### src/rtl/fwd_operand_reg_if.sv
// Operand-forwarding bus between the ID stage and the ID/EX operand registers.
// The master drives the sources and controls; the slave returns the registered operands.
interface fwd_operand_reg_if #(
  parameter int unsigned WIDTH  = 32,
  parameter int unsigned ADDR_W = 5,
  parameter int unsigned CNT_W  = 16
);
  logic              en;
  logic              flush;
  logic [ADDR_W-1:0] rs_addr;
  logic [ADDR_W-1:0] rt_addr;
  logic [WIDTH-1:0]  rs_data;
  logic [WIDTH-1:0]  rt_data;
  logic              exmem_wr;
  logic [ADDR_W-1:0] exmem_rd;
  logic [WIDTH-1:0]  exmem_data;
  logic              memwb_wr;
  logic [ADDR_W-1:0] memwb_rd;
  logic [WIDTH-1:0]  memwb_data;
  logic [WIDTH-1:0]  a_out;
  logic [WIDTH-1:0]  b_out;
  logic [1:0]        a_sel;
  logic [1:0]        b_sel;
  logic              valid_out;
  logic [CNT_W-1:0]  fwd_count;

  modport master (
    output en, flush, rs_addr, rt_addr, rs_data, rt_data,
           exmem_wr, exmem_rd, exmem_data, memwb_wr, memwb_rd, memwb_data,
    input  a_out, b_out, a_sel, b_sel, valid_out, fwd_count
  );

  modport slave (
    input  en, flush, rs_addr, rt_addr, rs_data, rt_data,
           exmem_wr, exmem_rd, exmem_data, memwb_wr, memwb_rd, memwb_data,
    output a_out, b_out, a_sel, b_sel, valid_out, fwd_count
  );
endinterface

### src/rtl/fwd_operand_reg.sv
// ID/EX operand registers with EX/MEM > MEM/WB > regfile forwarding, stall/flush,
// and a saturating count of forwarded operands.
module fwd_operand_reg #(
  parameter int unsigned WIDTH  = 32,
  parameter int unsigned ADDR_W = 5,
  parameter int unsigned CNT_W  = 16
) (
  input logic              clk,
  input logic              rst,
  fwd_operand_reg_if.slave bus
);

  localparam int unsigned SUM_W = CNT_W + 1;

  localparam logic [1:0] SEL_RF   = 2'b00;
  localparam logic [1:0] SEL_EXMEM = 2'b01;
  localparam logic [1:0] SEL_MEMWB = 2'b10;
  localparam logic [1:0] SEL_ZERO  = 2'b11;

  // Register 0 is hardwired zero and must never pick up a forwarded value.
  function automatic logic [1:0] resolve_sel(
    input logic [ADDR_W-1:0] addr,
    input logic              em_wr,
    input logic [ADDR_W-1:0] em_rd,
    input logic              mw_wr,
    input logic [ADDR_W-1:0] mw_rd
  );
    logic [1:0] sel;
    if (addr == '0)                     sel = SEL_ZERO;
    else if (em_wr && (em_rd == addr))  sel = SEL_EXMEM;
    else if (mw_wr && (mw_rd == addr))  sel = SEL_MEMWB;
    else                                sel = SEL_RF;
    return sel;
  endfunction

  function automatic logic [WIDTH-1:0] pick_val(
    input logic [1:0]       sel,
    input logic [WIDTH-1:0] rf,
    input logic [WIDTH-1:0] em,
    input logic [WIDTH-1:0] mw
  );
    logic [WIDTH-1:0] val;
    case (sel)
      SEL_EXMEM: val = em;
      SEL_MEMWB: val = mw;
      SEL_ZERO:  val = '0;
      default:   val = rf;
    endcase
    return val;
  endfunction

  logic [WIDTH-1:0] a_q, a_d, b_q, b_d;
  logic [1:0]       a_sel_q, a_sel_d, b_sel_q, b_sel_d;
  logic             valid_q, valid_d;
  logic [CNT_W-1:0] cnt_q, cnt_d;

  logic [1:0]       a_sel_c, b_sel_c;
  logic [WIDTH-1:0] a_val_c, b_val_c;
  logic [1:0]       fwd_inc_c;
  logic [SUM_W-1:0] cnt_sum_c;
  logic [CNT_W-1:0] cnt_sat_c;

  always_comb begin
    a_sel_d = a_sel_q;
    b_sel_d = b_sel_q;
    a_d     = a_q;
    b_d     = b_q;
    valid_d = valid_q;
    cnt_d   = cnt_q;

    a_sel_c = resolve_sel(bus.rs_addr, bus.exmem_wr, bus.exmem_rd, bus.memwb_wr, bus.memwb_rd);
    b_sel_c = resolve_sel(bus.rt_addr, bus.exmem_wr, bus.exmem_rd, bus.memwb_wr, bus.memwb_rd);
    a_val_c = pick_val(a_sel_c, bus.rs_data, bus.exmem_data, bus.memwb_data);
    b_val_c = pick_val(b_sel_c, bus.rt_data, bus.exmem_data, bus.memwb_data);

    // Selects 01 and 10 are exactly the forwarded cases (one bit set).
    fwd_inc_c = 2'(a_sel_c[0] ^ a_sel_c[1]) + 2'(b_sel_c[0] ^ b_sel_c[1]);
    cnt_sum_c = {1'b0, cnt_q} + SUM_W'(fwd_inc_c);
    cnt_sat_c = cnt_sum_c[CNT_W] ? {CNT_W{1'b1}} : cnt_sum_c[CNT_W-1:0];

    if (bus.flush) begin
      a_d     = '0;
      b_d     = '0;
      a_sel_d = SEL_RF;
      b_sel_d = SEL_RF;
      valid_d = 1'b0;
    end else if (bus.en) begin
      a_d     = a_val_c;
      b_d     = b_val_c;
      a_sel_d = a_sel_c;
      b_sel_d = b_sel_c;
      valid_d = 1'b1;
      cnt_d   = cnt_sat_c;
    end
  end

  always_ff @(posedge clk) begin
    if (rst) begin
      a_q     <= '0;
      b_q     <= '0;
      a_sel_q <= SEL_RF;
      b_sel_q <= SEL_RF;
      valid_q <= 1'b0;
      cnt_q   <= '0;
    end else begin
      a_q     <= a_d;
      b_q     <= b_d;
      a_sel_q <= a_sel_d;
      b_sel_q <= b_sel_d;
      valid_q <= valid_d;
      cnt_q   <= cnt_d;
    end
  end

  assign bus.a_out     = a_q;
  assign bus.b_out     = b_q;
  assign bus.a_sel     = a_sel_q;
  assign bus.b_sel     = b_sel_q;
  assign bus.valid_out = valid_q;
  assign bus.fwd_count = cnt_q;

endmodule

### src/flat_wrapper.sv
// flat-port wrapper written by rule: the top's interface ports become plain ports
module fwd_operand_reg_flat 
#(
  parameter int unsigned WIDTH  = 32,
  parameter int unsigned ADDR_W = 5,
  parameter int unsigned CNT_W  = 16
)
  (clk, rst, bus_en, bus_flush, bus_rs_addr, bus_rt_addr, bus_rs_data, bus_rt_data, bus_exmem_wr, bus_exmem_rd, bus_exmem_data, bus_memwb_wr, bus_memwb_rd, bus_memwb_data, bus_a_out, bus_b_out, bus_a_sel, bus_b_sel, bus_valid_out, bus_fwd_count);
  fwd_operand_reg_if #(.WIDTH(WIDTH), .ADDR_W(ADDR_W), .CNT_W(CNT_W)) bus_i ();
  input logic clk;
  input logic rst;
  input wire logic [$bits(bus_i.en)-1:0] bus_en;
  input wire logic [$bits(bus_i.flush)-1:0] bus_flush;
  input wire logic [$bits(bus_i.rs_addr)-1:0] bus_rs_addr;
  input wire logic [$bits(bus_i.rt_addr)-1:0] bus_rt_addr;
  input wire logic [$bits(bus_i.rs_data)-1:0] bus_rs_data;
  input wire logic [$bits(bus_i.rt_data)-1:0] bus_rt_data;
  input wire logic [$bits(bus_i.exmem_wr)-1:0] bus_exmem_wr;
  input wire logic [$bits(bus_i.exmem_rd)-1:0] bus_exmem_rd;
  input wire logic [$bits(bus_i.exmem_data)-1:0] bus_exmem_data;
  input wire logic [$bits(bus_i.memwb_wr)-1:0] bus_memwb_wr;
  input wire logic [$bits(bus_i.memwb_rd)-1:0] bus_memwb_rd;
  input wire logic [$bits(bus_i.memwb_data)-1:0] bus_memwb_data;
  output wire logic [$bits(bus_i.a_out)-1:0] bus_a_out;
  output wire logic [$bits(bus_i.b_out)-1:0] bus_b_out;
  output wire logic [$bits(bus_i.a_sel)-1:0] bus_a_sel;
  output wire logic [$bits(bus_i.b_sel)-1:0] bus_b_sel;
  output wire logic [$bits(bus_i.valid_out)-1:0] bus_valid_out;
  output wire logic [$bits(bus_i.fwd_count)-1:0] bus_fwd_count;
  assign bus_i.en = bus_en;
  assign bus_i.flush = bus_flush;
  assign bus_i.rs_addr = bus_rs_addr;
  assign bus_i.rt_addr = bus_rt_addr;
  assign bus_i.rs_data = bus_rs_data;
  assign bus_i.rt_data = bus_rt_data;
  assign bus_i.exmem_wr = bus_exmem_wr;
  assign bus_i.exmem_rd = bus_exmem_rd;
  assign bus_i.exmem_data = bus_exmem_data;
  assign bus_i.memwb_wr = bus_memwb_wr;
  assign bus_i.memwb_rd = bus_memwb_rd;
  assign bus_i.memwb_data = bus_memwb_data;
  assign bus_a_out = bus_i.a_out;
  assign bus_b_out = bus_i.b_out;
  assign bus_a_sel = bus_i.a_sel;
  assign bus_b_sel = bus_i.b_sel;
  assign bus_valid_out = bus_i.valid_out;
  assign bus_fwd_count = bus_i.fwd_count;
  fwd_operand_reg #(.WIDTH(WIDTH), .ADDR_W(ADDR_W), .CNT_W(CNT_W)) u_core (.clk(clk), .rst(rst), .bus(bus_i));
endmodule
### config.mk
export PLATFORM = sky130hd
export DESIGN_NAME = fwd_operand_reg_flat
export DESIGN_NICKNAME = d
export VERILOG_FILES = /design/src/rtl/fwd_operand_reg_if.sv /design/src/rtl/fwd_operand_reg.sv /design/src/flat_wrapper.sv
export SDC_FILE = /design/constraint.sdc
export NUM_CORES = 1
export LEC_CHECK = 0
export ABC_AREA = 1
export BUFFER_PORTS_ARGS = -buffer_cell sky130_fd_sc_hd__buf_2
export CELL_PAD_IN_SITES_DETAIL_PLACEMENT = 1
export CELL_PAD_IN_SITES_GLOBAL_PLACEMENT = 2
export CORE_MARGIN = 3
export CORE_UTILIZATION = 21
export DETAILED_ROUTE_END_ITERATION = 7
export GPL_TIMING_DRIVEN = 0
export PLACE_DENSITY = 0.83
export SLEW_MARGIN = 20
export SYNTH_ARGS = -nofsm -noshare
export SYNTH_HDL_FRONTEND = slang
export SYNTH_SLANG_ARGS = --single-unit
### constraint.sdc
create_clock -name clk -period 2.4 [get_ports clk]
set_clock_uncertainty 0.05 [all_clocks]
set_input_delay 0.24 -clock clk [delete_from_list [all_inputs] [get_ports clk]]
set_output_delay 0.24 -clock clk [all_outputs]
set_load 0.01 [all_outputs]
# ---- Yosys cells after proc, flatten, opt, wreduce, memory -nomap -nowiden
# Cells that the tools add are included.
dict set report op_classes {
  muxes 9
  reduce_logical 8
  n_addsub 2
  n_bitwise 3
  eq_ne 10
}
# op count
set ops {}
lappend ops {{case mux 32 bit (3 select lines)} 2}
lappend ops {{== test 5 bit} 4}
lappend ops {{adder 16 x 2 -> 17 bit} 1}
lappend ops {{2-to-1 mux 16 bit} 1}
lappend ops {{2-to-1 mux 2 bit} 6}
lappend ops {{zero test 5 bit} 2}
lappend ops {{== test 2 bit (second input constant)} 4}
lappend ops {{== test 2 x 1 -> 1 bit (second input constant)} 2}
lappend ops {{logical AND 1 bit} 4}
lappend ops {{adder 2 bit} 1}
lappend ops {{AND reduction 2 bit} 1}
lappend ops {{OR reduction 2 bit} 1}
lappend ops {{XOR 1 bit} 2}
lappend ops {{inverter 1 bit} 1}
dict set report totals {
  elab_cells 38
  out_inout_bits 85
  regBits 85
  inputBits 154
}

# ---- Depth between registers and ports, before layout
dict set report logic_depth {
  word_depth 9
  mapped_depth 22
  ltp_nobuf 22
}

# ---- Least setup slack after synthesis
# No wires, ideal clock.
dict set report synth_path {
  path_kind {input -> register}
  from {in bus_rt_addr[3]}
  to {reg u_core.cnt_q[7] (netlist: u_core.bus.fwd_count[7])}
  cell_stages 19
  setup_slack_ps -181
  arrival_time_ps 2422
  path_buffers 1
  required_ps 2241
  setup_ps 109
  cell_sequence {inv_1 > nand2_1 > nand2_1 > nor2_1 > nand3_1 > nand2_1 > inv_1 > ha_1 > inv_1 > ha_1 > ha_1 > fa_1 > nand3_2 > nor2_4 > nand4_4 > buf_6 > nand3_1 > nand2_1 > inv_1}
}
dict set report synth_via {
  word_cells_on_any_way 12
  classes_between {add/sub (2); eq/ne (2); mux (4); bitwise (1); reduce/logical (3)}
}
# item line_no
set synth_rtl {}
lappend synth_rtl {{start: declaration} flat_wrapper.sv:15} ;# input wire logic [$bits(bus_i.rt_addr)-1:0] bus_rt_addr;
lappend synth_rtl {{== test 5 bit} fwd_operand_reg.sv:30} ;# else if (em_wr && (em_rd == addr)) sel = SEL_EXMEM;
lappend synth_rtl {{logical AND 1 bit} fwd_operand_reg.sv:30}
lappend synth_rtl {{2-to-1 mux 2 bit} fwd_operand_reg.sv:30}
lappend synth_rtl {{2-to-1 mux 2 bit *} fwd_operand_reg.sv:29} ;# if (addr == '0) sel = SEL_ZERO;
lappend synth_rtl {{via u_core.b_sel_c[0]} fwd_operand_reg.sv:57} ;# logic [1:0] a_sel_c, b_sel_c;
lappend synth_rtl {{XOR 1 bit *} fwd_operand_reg.sv:77} ;# fwd_inc_c = 2'(a_sel_c[0] ^ a_sel_c[1]) + 2'(b_sel_c[0] ^ b_sel_c[1]);
lappend synth_rtl {{adder 2 bit *} fwd_operand_reg.sv:77}
lappend synth_rtl {{adder 16 x 2 -> 17 bit *} fwd_operand_reg.sv:78} ;# cnt_sum_c = {1'b0, cnt_q} + SUM_W'(fwd_inc_c);
lappend synth_rtl {{2-to-1 mux 16 bit *} fwd_operand_reg.sv:79} ;# cnt_sat_c = cnt_sum_c[CNT_W] ? {CNT_W{1'b1}} : cnt_sum_c[CNT_W-1:0];
lappend synth_rtl {{end signal: assignment} fwd_operand_reg.sv:111} ;# cnt_q <= cnt_d;
lappend synth_rtl {{end: declaration} fwd_operand_reg.sv:55} ;# logic [CNT_W-1:0] cnt_q, cnt_d;
# Mark *: on every way through the listed nets, which the timed path passes. The rest lies on a longest branch.
# A chain may end at the register's enable or synchronous reset.

# ---- Worst setup path in the final report
dict set report layout_path {
  from {in bus_exmem_rd[2]}
  to {reg u_core.cnt_q[10] (netlist: u_core.bus.fwd_count[10])}
}
dict set report layout_via {
  elab_chain_len 8
  word_cells_on_any_way 13
  classes_between {add/sub (2); eq/ne (2); mux (5); bitwise (2); reduce/logical (2)}
}
# item line_no
set layout_lines {}
lappend layout_lines {{start: declaration} flat_wrapper.sv:19} ;# input wire logic [$bits(bus_i.exmem_rd)-1:0] bus_exmem_rd;
lappend layout_lines {{== test 5 bit} fwd_operand_reg.sv:30}
lappend layout_lines {{logical AND 1 bit} fwd_operand_reg.sv:30}
lappend layout_lines {{2-to-1 mux 2 bit} fwd_operand_reg.sv:30}
lappend layout_lines {{2-to-1 mux 2 bit} fwd_operand_reg.sv:29}
lappend layout_lines {{via u_core.b_sel_c[1]} fwd_operand_reg.sv:57}
lappend layout_lines {{XOR 1 bit} fwd_operand_reg.sv:77}
lappend layout_lines {{adder 2 bit} fwd_operand_reg.sv:77}
lappend layout_lines {{adder 16 x 2 -> 17 bit} fwd_operand_reg.sv:78}
lappend layout_lines {{2-to-1 mux 16 bit} fwd_operand_reg.sv:79}
# The timed path passes the listed nets, and every way through them passes these cells.

==> results.md <==
- Worst setup path start: bus_exmem_rd[2]
- Origin of the critical flop-to-flop path: u_core.bus.fwd_count[0]
- Critical Path End Type: register
- Sw Share: 0.289
- Post-route DRC violation count: 0
- Dpl cells: 1336
- Root Driver: clkbuf_16
- Slew @ Worst Pin: 786 ps
- Internal power: around 2.7 mW
- Total GRT Usage: 0.179
- CP Max Fanout: 5
- Synth Area in XOR/XNOR: 0.0105
- Sw power: 1.10 mW
- # hold bufs at CTS: 0
- Initial DRT Pass Iterations: 4
- Placed wire-length estimate: roughly 19000 um
- Layout cells sized above 1: 0.337
- Share of total power in combinational logic: 0.189
- WP data arrival: 2680 ps
- Grt ovf: 0
- Net Count, Synth: 950
- Post-synthesis instance total: 786
- Worst Hold Launch: bus_rs_data[11]
- FMAX: 411 MHz
- # nets final: 1211
- Simple-gate share of the synthesized area: 0.197
- Power Density: a little over 500 mW/mm^2
- First-pass GRT wire length: 36200 um
- Clock Pin Slew Worst Setup and Hold Paths: ~70 ps
- Area Growth Syn to Fin: 48.7%
- Final Power: 3.79 mW
- Flop pwr share: 0.393
- Final Cycle Share: 1.01
- Worst IR Drop VDD: 0.365 mV
- Synth Area in Adders: 0.0264
- Unrepaired setup endpoints after global routing: yes
- Mapped cell area: around 0.005 mm^2
- Min setup slack post-route: -31.9 ps
- Register area share after synthesis: 0.339
- Clock Power Share: 0.418
- Required time worst endpoint: between 2000 and 3000 ps
- Max-slew violation count: 0
- CTS buffer count: 9
- Max H-tree Level: 3
- Fraction of registers with async set/reset: 0
- Clk sinks: 85
- IO Count: 239
- Design Area, Final: roughly 0.0075 mm^2
- Kind of critical path: in2reg
- DRT Wirelength: about 24000 um
- Largest family of logic cells by synthesized area: compound AO/OA/AOI/OAI gates
- Synth Register Bits: 85
- Area after DPL: 0.00664 mm^2
- GPL Wtd Cong: 0.831
- Startpoint Class: input pin
- CTS max path bufs: 2
- Max-cap viol count: 0
- YS warnings: 0
- Hold crit path type: in2reg
- Initial antenna violation count: 9
- Status: finished with violations
- Vias in the first global route: 6467
- Leak Pwr: 3.61 nW
- Post-synthesis cell type count: 28
- Top_reg_cell synth: dfxtp_1
- Final Setup Violations: 8
- Vias: 6175
- Wire length per cell: 17.5 um
- Die H: 161 um
- Die area: 0.0258 mm^2
- Final Hold Viols: 0
- Die width: about 160 um
- Post-synth EDFFs: 0
- Slew headroom: 0.476
- CTS tree: built
- Core Rows: 55
- Compound-cell area share of the yosys netlist: 0.296
- Final Util: 0.324
- Clk_lat worst skew: 350 ps
- DR iter-0 viols: 286
- Min cycle time layout: roughly 2400 ps
- Failing checks: setup timing
- Starting density of the core: 0.218
- Vias per cell: 4.51
- Post-route ant nets: 0
- Number of port buffers: 237
- Mean post-synth cell area: between 6 and 7 um^2
- Core Footprint: 0.0231 mm^2
- Cell Count, Final, Fillers Out: 1370
- Largest net degree at the start of global routing: 15
- Mux contribution to synthesized area: 0
final timing paths:
| path | slack [ps] | cells past startpoint | to |
|---|---|---|---|
| max | -30 | 21 | u_core.bus.fwd_count[10] |
| min | 120 | 3 | u_core.bus.a_out[11] |
| max reg2reg | 620 | 10 | u_core.bus.fwd_count[10] |
| min reg2reg | 430 | 2 | u_core.bus.valid_out |
per-stage QoR:
| step | setup TNS [ps] | worst slack (ps) | hold slack [ps] |
|---|---|---|---|
| 5_1_grt | -1890 | -183 | 124 |
| 3_3_place_gp | -11710 | -630 | 417 |
| 3_5_place_dp | -12550 | -662 | 423 |
| 4_1_cts | -56.4 | -43.9 | 108 |
| 2_1_floorplan | -382 | -86.7 | 384 |
| 6_report | -68.8 | -31.9 | 118 |
layout make-up:
type | count | area (um^2)
diodes | 5 | 12.5
plain buffers | 50 | 215
clock buffers | 11 | 243
clock inverters | 5 | 83.8
fillers | 2968 | 15600
inverters | 121 | 487
multi-input cells | 530 | 2900
flip-flops and latches | 85 | 1700
well taps | 313 | 392
repair buffers | 250 | 1430
registers in the layout, indices dropped and copies added, names as in the netlist:
name,cells
u_core.bus.valid_out,1
u_core.bus.a_out,32
u_core.bus.b_sel,2
u_core.bus.b_out,32
u_core.bus.a_sel,2
u_core.bus.fwd_count,16
repair_timing:
action | CTS | global route
resized for setup | 46 | 71
setup endpoints to repair | 16 | 34
hold endpoints to repair | 0 | 0
pin swaps | 26 | 31
gates cloned | 1 | 0
setup buffers | 10 | 2
cell usage after synthesis (4+ instances only):
master | instances | area share
nor3_1 | 4 | 0.0040
nand3_1 | 15 | 0.015
dfxtp_1 | 85 | 0.34
a21oi_1 | 138 | 0.14
buf_2 | 6 | 0.0060
nor2_1 | 43 | 0.032
o21ai_0 | 73 | 0.073
nand2_1 | 157 | 0.12
clkbuf_1 | 42 | 0.031
xor2_1 | 4 | 0.0070
o22ai_1 | 64 | 0.080
ha_1 | 9 | 0.022
inv_1 | 121 | 0.090
critical path, cell delays in order:
cell and delay, ps:
buf_6 80, inv_2 30, nand2_1 60, nand2_1 70, nor2_1 120, nand3_2 110, nand2_2 90, nand2_2 70
ha_4 260, inv_2 40, ha_4 260, ha_4 130, fa_2 220, nand3_2 100, nor2_4 210, buf_6 120
nand3_2 60, or2_1 220, nand3_2 60, nand2_1 50, inv_1 50
layout by cell type, fill, tap and decap left out, types with 4 or more instances in the layout:
master,n
inv_1,103
inv_4,5
o21ai_0,71
nor2_4,4
ha_4,4
ha_1,5
diode_2,5
o22ai_1,64
a21oi_1,133
nand3_2,9
buf_6,14
clkbuf_2,4
nor2_1,36
inv_2,11
nand2_2,18
nor2_2,8
clkbuf_1,39
nand3_1,9
dfxtp_1,85
buf_2,225
buf_4,13
buf_8,4
nand2_1,138
clkbuf_16,10
a21oi_2,5
per-layer routing:
| metal | share of wire | GRT usage |
|---|---|---|
| met1 | 0.43 | 0.222 |
| met2 | 0.49 | 0.306 |
| met3 | 0.062 | 0.0534 |
| met4 | 0.017 | 0.0426 |
| met5 | 0.0025 | 0 |
cell families (layout without fill, tap and decap cells):
logic type,after synthesis,in the layout
buffers and inverters,171,437
xor gates and xnor gates,6,6
other,0,5
and+or+nand+nor,235,235
DFF,85,85
adders and majority gates,10,10
AOI/OAI and AO/OA,279,279
power by group through the flow:
stage	Clock, mW	Sequential (mW)	Combinational, mW
6_report	1.58	1.49	0.718
5_1_grt	1.69	1.50	0.802
4_1_cts	1.63	1.49	0.699
3_5_place_dp	0	1.52	0.665
3_3_place_gp	0	1.52	0.658
2_1_floorplan	0	1.54	0.310
Note: power is estimated with default switching activity, not from simulation.
